File: config.mk
export PLATFORM = sky130hd
export DESIGN_NAME = sdram_avalon_pattern_tester_flat
export DESIGN_NICKNAME = d
export VERILOG_FILES = /design/src/rtl/sdram_avalon_pattern_tester_if.sv /design/src/rtl/sdram_avalon_pattern_tester.sv /design/src/flat_wrapper.sv
export SDC_FILE = /design/constraint.sdc
export NUM_CORES = 1
export LEC_CHECK = 0
export CORE_ASPECT_RATIO = 1.75
export CORE_MARGIN = 4
export CORE_UTILIZATION = 35
export CTS_CLUSTER_DIAMETER = 60
export CTS_CLUSTER_SIZE = 28
export DETAILED_ROUTE_END_ITERATION = 10
export PLACE_DENSITY_LB_ADDON = 0.12
export SLEW_MARGIN = 20
export SYNTH_ARGS = -nofsm -noshare
export SYNTH_HDL_FRONTEND = slang
export SYNTH_SLANG_ARGS = --single-unit
File: constraint.sdc
create_clock -name ipClk -period 3.9 [get_ports ipClk]
set_clock_uncertainty 0.15 [all_clocks]
set_input_delay 0.585 -clock ipClk [delete_from_list [all_inputs] [get_ports ipClk]]
set_output_delay 0.585 -clock ipClk [all_outputs]
set_load 0.01 [all_outputs]
File: src/rtl/sdram_avalon_pattern_tester_if.sv
// Avalon-MM pipelined bus between the pattern tester (master) and the
// SDRAM controller's slave port. Signal names match the tester's original ports.
interface sdram_avalon_pattern_tester_if #(
  parameter int ADDR_WIDTH = 25,
  parameter int DATA_WIDTH = 16
);

  logic [ADDR_WIDTH-1:0]   opAddress;
  logic [DATA_WIDTH/8-1:0] opByteEnable;
  logic                    ipWaitRequest;
  logic [DATA_WIDTH-1:0]   opWriteData;
  logic                    opWrite;
  logic                    opRead;
  logic [DATA_WIDTH-1:0]   ipReadData;
  logic                    ipReadDataValid;

  modport master (
    output opAddress,
    output opByteEnable,
    input  ipWaitRequest,
    output opWriteData,
    output opWrite,
    output opRead,
    input  ipReadData,
    input  ipReadDataValid
  );

  modport slave (
    input  opAddress,
    input  opByteEnable,
    output ipWaitRequest,
    input  opWriteData,
    input  opWrite,
    input  opRead,
    output ipReadData,
    output ipReadDataValid
  );

endinterface

File: src/rtl/sdram_avalon_pattern_tester.sv
// SDRAM pattern tester: writes a 16-bit Galois LFSR pattern over a word range
// through an Avalon-MM pipelined master, reads it back with up to MAX_PENDING
// outstanding reads, and counts mismatching words.
module sdram_avalon_pattern_tester #(
  parameter int ADDR_WIDTH  = 25,
  parameter int DATA_WIDTH  = 16,
  parameter int MAX_PENDING = 8
) (
  input  logic                  ipClk,
  input  logic                  ipnReset,

  input  logic                  ipStart,
  input  logic [ADDR_WIDTH-1:0] ipBaseAddress,
  input  logic [ADDR_WIDTH-1:0] ipLength,
  input  logic [15:0]           ipSeed,

  output logic                  opBusy,
  output logic                  opDone,
  output logic                  opPass,
  output logic [15:0]           opErrorCount,
  output logic [ADDR_WIDTH-1:0] opFirstErrorAddress,

  sdram_avalon_pattern_tester_if.master avalon
);

  typedef enum logic [2:0] {
    Idle,
    Write,
    Read,
    Drain,
    Done
  } stateT;

  localparam logic [ADDR_WIDTH-1:0] OneWord    = ADDR_WIDTH'(1);
  localparam logic [3:0]            PendingMax = 4'(MAX_PENDING);
  localparam logic [15:0]           LfsrTaps   = 16'hB400;
  localparam logic [15:0]           ZeroSeed   = 16'hACE1;

  function automatic logic [15:0] lfsrNext(input logic [15:0] s);
    return (s >> 1) ^ (s[0] ? LfsrTaps : 16'h0000);
  endfunction

  stateT                 state;
  stateT                 nextState;

  // Parameters of the run, sampled at start.
  logic [ADDR_WIDTH-1:0] baseReg;
  logic [ADDR_WIDTH-1:0] lenReg;
  logic [15:0]           seedReg;

  // Command path: address, pattern word and words left for the current phase.
  logic [ADDR_WIDTH-1:0] addr;
  logic [15:0]           lfsr;
  logic [ADDR_WIDTH-1:0] remaining;

  // Check path: tracks returned read data independently of the command path.
  logic [ADDR_WIDTH-1:0] checkAddr;
  logic [15:0]           checkLfsr;
  logic [3:0]            pending;

  logic [15:0]           errCount;
  logic [ADDR_WIDTH-1:0] firstErr;
  logic                  passReg;

  logic                  writeCmd;
  logic                  readCmd;
  logic                  wrAccept;
  logic                  rdAccept;
  logic                  validEff;
  logic                  checkStrobe;
  logic                  mismatch;
  logic [15:0]           startSeed;
  logic [DATA_WIDTH-1:0] writeWord;
  logic [DATA_WIDTH-1:0] expectedWord;

  // Zero-extend the 16-bit pattern to the bus width.
  always_comb begin
    writeWord           = '0;
    writeWord[15:0]     = lfsr;
    expectedWord        = '0;
    expectedWord[15:0]  = checkLfsr;
  end

  // Seed 0 would lock the LFSR, so it is substituted at start.
  always_comb begin
    startSeed = (ipSeed == 16'h0000) ? ZeroSeed : ipSeed;
  end

  // State register.
  always_ff @(posedge ipClk or negedge ipnReset) begin
    if (!ipnReset) begin
      state <= Idle;
    end else begin
      state <= nextState;
    end
  end

  // Next-state decode and Avalon command generation.
  always_comb begin
    nextState = state;
    writeCmd  = 1'b0;
    readCmd   = 1'b0;
    unique case (state)
      Idle: begin
        if (ipStart) begin
          nextState = (ipLength == '0) ? Done : Write;
        end
      end
      Write: begin
        writeCmd = 1'b1;
        if (!avalon.ipWaitRequest && remaining == OneWord) begin
          nextState = Read;
        end
      end
      Read: begin
        readCmd = (remaining != '0) && (pending < PendingMax);
        if (readCmd && !avalon.ipWaitRequest && remaining == OneWord) begin
          nextState = Drain;
        end
      end
      Drain: begin
        if (pending == 4'd0) begin
          nextState = Done;
        end
      end
      Done: begin
        nextState = Idle;
      end
      default: begin
        nextState = Idle;
      end
    endcase
  end

  // Acceptance and check strobes; valids with nothing outstanding are dropped.
  always_comb begin
    wrAccept    = writeCmd & ~avalon.ipWaitRequest;
    rdAccept    = readCmd & ~avalon.ipWaitRequest;
    validEff    = avalon.ipReadDataValid && (pending != 4'd0);
    checkStrobe = validEff && (state == Read || state == Drain);
    mismatch    = avalon.ipReadData != expectedWord;
  end

  // Command path: sampled run parameters, address, pattern and words left.
  // The last write acceptance rewinds address/pattern so reads replay the range.
  always_ff @(posedge ipClk or negedge ipnReset) begin
    if (!ipnReset) begin
      baseReg   <= '0;
      lenReg    <= '0;
      seedReg   <= '0;
      addr      <= '0;
      lfsr      <= '0;
      remaining <= '0;
    end else if (state == Idle && ipStart) begin
      baseReg   <= ipBaseAddress;
      lenReg    <= ipLength;
      seedReg   <= startSeed;
      addr      <= ipBaseAddress;
      lfsr      <= startSeed;
      remaining <= ipLength;
    end else if (wrAccept) begin
      if (remaining == OneWord) begin
        addr      <= baseReg;
        lfsr      <= seedReg;
        remaining <= lenReg;
      end else begin
        addr      <= addr + OneWord;
        lfsr      <= lfsrNext(lfsr);
        remaining <= remaining - OneWord;
      end
    end else if (rdAccept) begin
      addr      <= addr + OneWord;
      remaining <= remaining - OneWord;
    end
  end

  // Outstanding-read counter.
  always_ff @(posedge ipClk or negedge ipnReset) begin
    if (!ipnReset) begin
      pending <= 4'd0;
    end else begin
      unique case ({rdAccept, validEff})
        2'b10:   pending <= pending + 4'd1;
        2'b01:   pending <= pending - 4'd1;
        default: pending <= pending;
      endcase
    end
  end

  // Check path: expected word/address per returned read, error accounting.
  always_ff @(posedge ipClk or negedge ipnReset) begin
    if (!ipnReset) begin
      checkAddr <= '0;
      checkLfsr <= '0;
      errCount  <= '0;
      firstErr  <= '0;
    end else if (state == Idle && ipStart) begin
      checkAddr <= ipBaseAddress;
      checkLfsr <= startSeed;
      errCount  <= '0;
      firstErr  <= '0;
    end else if (checkStrobe) begin
      checkAddr <= checkAddr + OneWord;
      checkLfsr <= lfsrNext(checkLfsr);
      if (mismatch) begin
        if (errCount != 16'hFFFF) begin
          errCount <= errCount + 16'd1;
        end
        if (errCount == 16'h0000) begin
          firstErr <= checkAddr;
        end
      end
    end
  end

  // Pass flag: cleared at start (set for an empty run), resolved entering Done.
  always_ff @(posedge ipClk or negedge ipnReset) begin
    if (!ipnReset) begin
      passReg <= 1'b0;
    end else if (state == Idle && ipStart) begin
      passReg <= (ipLength == '0);
    end else if (state == Drain && nextState == Done) begin
      passReg <= (errCount == 16'h0000);
    end
  end

  // Status and bus outputs; the bus idles at zero outside active commands.
  always_comb begin
    opBusy              = (state == Write) || (state == Read) || (state == Drain);
    opDone              = (state == Done);
    opPass              = passReg;
    opErrorCount        = errCount;
    opFirstErrorAddress = firstErr;
    avalon.opAddress    = (writeCmd || readCmd) ? addr : '0;
    avalon.opWriteData  = writeCmd ? writeWord : '0;
    avalon.opWrite      = writeCmd;
    avalon.opRead       = readCmd;
    avalon.opByteEnable = '1;
  end

endmodule

File: src/flat_wrapper.sv
// flat-port wrapper written by rule: the top's interface ports become plain ports
module sdram_avalon_pattern_tester_flat 
#(
  parameter int ADDR_WIDTH  = 25,
  parameter int DATA_WIDTH  = 16,
  parameter int MAX_PENDING = 8
)
  (ipClk, ipnReset, ipStart, ipBaseAddress, ipLength, ipSeed, opBusy, opDone, opPass, opErrorCount, opFirstErrorAddress, avalon_opAddress, avalon_opByteEnable, avalon_ipWaitRequest, avalon_opWriteData, avalon_opWrite, avalon_opRead, avalon_ipReadData, avalon_ipReadDataValid);
  sdram_avalon_pattern_tester_if #(.ADDR_WIDTH(ADDR_WIDTH), .DATA_WIDTH(DATA_WIDTH)) avalon_i ();
  input  logic ipClk;
  input  logic ipnReset;
  input  logic ipStart;
  input  logic [ADDR_WIDTH-1:0] ipBaseAddress;
  input  logic [ADDR_WIDTH-1:0] ipLength;
  input  logic [15:0] ipSeed;
  output logic opBusy;
  output logic opDone;
  output logic opPass;
  output logic [15:0] opErrorCount;
  output logic [ADDR_WIDTH-1:0] opFirstErrorAddress;
  output wire logic [$bits(avalon_i.opAddress)-1:0] avalon_opAddress;
  output wire logic [$bits(avalon_i.opByteEnable)-1:0] avalon_opByteEnable;
  input wire logic [$bits(avalon_i.ipWaitRequest)-1:0] avalon_ipWaitRequest;
  output wire logic [$bits(avalon_i.opWriteData)-1:0] avalon_opWriteData;
  output wire logic [$bits(avalon_i.opWrite)-1:0] avalon_opWrite;
  output wire logic [$bits(avalon_i.opRead)-1:0] avalon_opRead;
  input wire logic [$bits(avalon_i.ipReadData)-1:0] avalon_ipReadData;
  input wire logic [$bits(avalon_i.ipReadDataValid)-1:0] avalon_ipReadDataValid;
  assign avalon_opAddress = avalon_i.opAddress;
  assign avalon_opByteEnable = avalon_i.opByteEnable;
  assign avalon_i.ipWaitRequest = avalon_ipWaitRequest;
  assign avalon_opWriteData = avalon_i.opWriteData;
  assign avalon_opWrite = avalon_i.opWrite;
  assign avalon_opRead = avalon_i.opRead;
  assign avalon_i.ipReadData = avalon_ipReadData;
  assign avalon_i.ipReadDataValid = avalon_ipReadDataValid;
  sdram_avalon_pattern_tester #(.ADDR_WIDTH(ADDR_WIDTH), .DATA_WIDTH(DATA_WIDTH), .MAX_PENDING(MAX_PENDING)) u_core (.ipClk(ipClk), .ipnReset(ipnReset), .ipStart(ipStart), .ipBaseAddress(ipBaseAddress), .ipLength(ipLength), .ipSeed(ipSeed), .opBusy(opBusy), .opDone(opDone), .opPass(opPass), .opErrorCount(opErrorCount), .opFirstErrorAddress(opFirstErrorAddress), .avalon(avalon_i));
endmodule
==> metrics <==
status completed; Via Count 10343; CTS tree yes; hpwl dp 27.34 mm; number of top-level pins 176; cell taking the most area after synthesis dfrtp_1; Root Driver clkbuf_16; count of final hold-check violations 0; critical path endpoint category primary output; vias per cell 5.470; peak supply drop 0.3395 mV; CTS sink cnt 222; crit path time final 3704 ps; H-tree depth 1; Worst-path clk slew 100 ps; clk buf depth 3; top-count cell post-synth nand2_1; total gr overflow 0; first-pass GRT wire length 60.46 mm; Least-Margin Pin Slew 1031 ps; largest net degree at the start of global routing 94; Power Dens Cells 785.7 nW/um^2; top-area cell type share of the netlist area 47.27%; final setup margin 196.0 ps; crit path DAT 2970 ps; Max-cap violations 0; Pleak 6.209 nW; Syn-to-layout area delta 24.73%; slack of the worst reg-to-reg path 890 ps; DR pass1 iterations 5; final antenna-violating net count 0; CP Max Fanout 24; CP Launch Type flip-flop; DRT Wirelength 38.08 mm; Avg Cell Area, Syn 8.877 um^2; Port-buffer cells 173; placed cell areas 13990 um^2; Total GRT Usage 20.43%; Final Setup Violations 0; dpl ws 480.0 ps; FP Rows 88; Mapped Cells 1324; critical path class reg -> out; Clk Latency, worst-skew pair 520 ps; die height 250.4 um; CP required 3160 ps; Period Utilization, post-route 94.97%; post-synth cell types 71; YS warnings 0; Starting Density 35.58%; total die area 36690 um^2; Mapped Area 11750 um^2; dpl cells 1856; HP Class reg -> reg; Core ar. 33030 um^2; final non-filler cell total 1891; Routed WL per cell 20.13 um; layout cells sized above 1 6.931%; Max Freq 270.0 MHz; First DRT Iteration DRCs 487; setup_tns 0 ps; headroom to the max-slew limit 31.04%; register area share after synthesis 47.27%; GP Congestion 0.8110; n_diodes 0; DRC viols 0; design area 14660 um^2; initial antenna violation count 0; die width 146.5 um; CTS Buf Count 16; async set-reset flop share out of synthesis 100.0%; most common library cells after synthesis nand2_1, dfrtp_1, nor2_1, o21ai_0; EDFF count, synth 0; vias in the first global route 10562; Top FF cell, synth dfrtp_1; post-synthesis register bit count 222; synth top area cells dfrtp_1, nand2_1, o21ai_0; Final nets 1573; Max Slew Vio Count 0
registers in the layout, indices dropped and copies added, names as in the netlist, 25 cells and up:
register	flops
u_core.addr	25
u_core.baseReg	25
u_core.checkAddr	25
u_core.lenReg	25
u_core.opFirstErrorAddress	25
u_core.remaining	25
routing by layer:
metal | global-route usage (%) | part of all wire [%] | up-vias
met4 | 6.136 | 2.6 | 0
met3 | 2.661 | 4.4 | 51
met5 | 0 | 0 | -
met2 | 37.34 | 53 | 269
li1 | - | - | 4953
met1 | 24.93 | 40 | 5070
area by class of cell:
cell class              instances  area, um^2
repair buffers                214        2105
inverters                      19       71.32
clock buffers                  17       414.1
multi-input cells            1003        5846
fillers                      3290       18370
flip-flops and latches        222        5557
clock inverters                11       160.2
well taps                     405       506.7
cell families after synthesis:
family          synth area share, %
xor+xnor                      5.366
simple gates                  25.43
fa+ha+maj                     1.129
other cells                 0.03191
compound gates                16.29
mux                          0.9369
buf+inv                       3.545
flops                         47.27
metrics by stage:
stage	util [%]	hold WS, ps	total power, W
3_3_place_gp	42.34	303.2	0.009570
2_1_floorplan	-	139.4	0.007417
4_1_cts	44.16	327.4	0.01161
3_5_place_dp	42.34	303.6	0.009663
5_1_grt	44.38	351.6	0.01242
6_report	44.38	328.0	0.01152
critical path, cell delays in order, from the launching register on:
cell	delay, ps
dfrtp_1	480
nor4_4	380
nand4_4	210
o31ai_4	320
inv_1	140
nor2_2	160
buf_8	200
nor2b_1	70
clkdlybuf4s50_1	480
cells in the final DEF (no fill, tap or decap), types with 16 or more instances in the layout:
cell / count
nand3_1: 49
nor4_1: 20
a22o_1: 26
clkdlybuf4s50_1: 172
buf_4: 35
nand4_1: 27
o211ai_1: 20
xnor2_1: 39
nor2_1: 101
xor2_1: 33
and2_1: 21
and3_1: 21
a31oi_1: 33
nand2_1: 284
nor3_1: 18
a21oi_1: 48
dfrtp_1: 221
clkbuf_16: 16
nor2b_1: 23
o21ai_0: 80
inv_1: 19
worst paths after layout:
kind | from | endpoint | cells past startpoint
max reg2reg | u_core.state[2] | u_core.pending[3] | 12
min in group asynchronous | ipnReset | u_core.opErrorCount[0] | 2
max | u_core.remaining[9] | avalon_opAddress[22] | 8
max in group asynchronous | ipnReset | u_core.addr[15] | 3
min | u_core.baseReg[11] | u_core.baseReg[11] | 2
min reg2reg | u_core.baseReg[11] | u_core.baseReg[11] | 2
power breakdown:
part	switching (W)	internal (W)	leakage (nW)	total (W)
clock network	0.000936	0.000945	0.277	0.00188
logic	0.00272	0.00249	3.22	0.00521
registers	0.00109	0.00333	2.72	0.00442
timing repair:
item	4_1_cts	5_1_grt
resized for setup	2	6
hold buffers	1	0
pin swaps	0	2
endpoints found under the setup margin	24	24
endpoints found under the hold margin	63	0
buffers inserted	0	6
No activity file was read; power rests on OpenSTA's default activity.
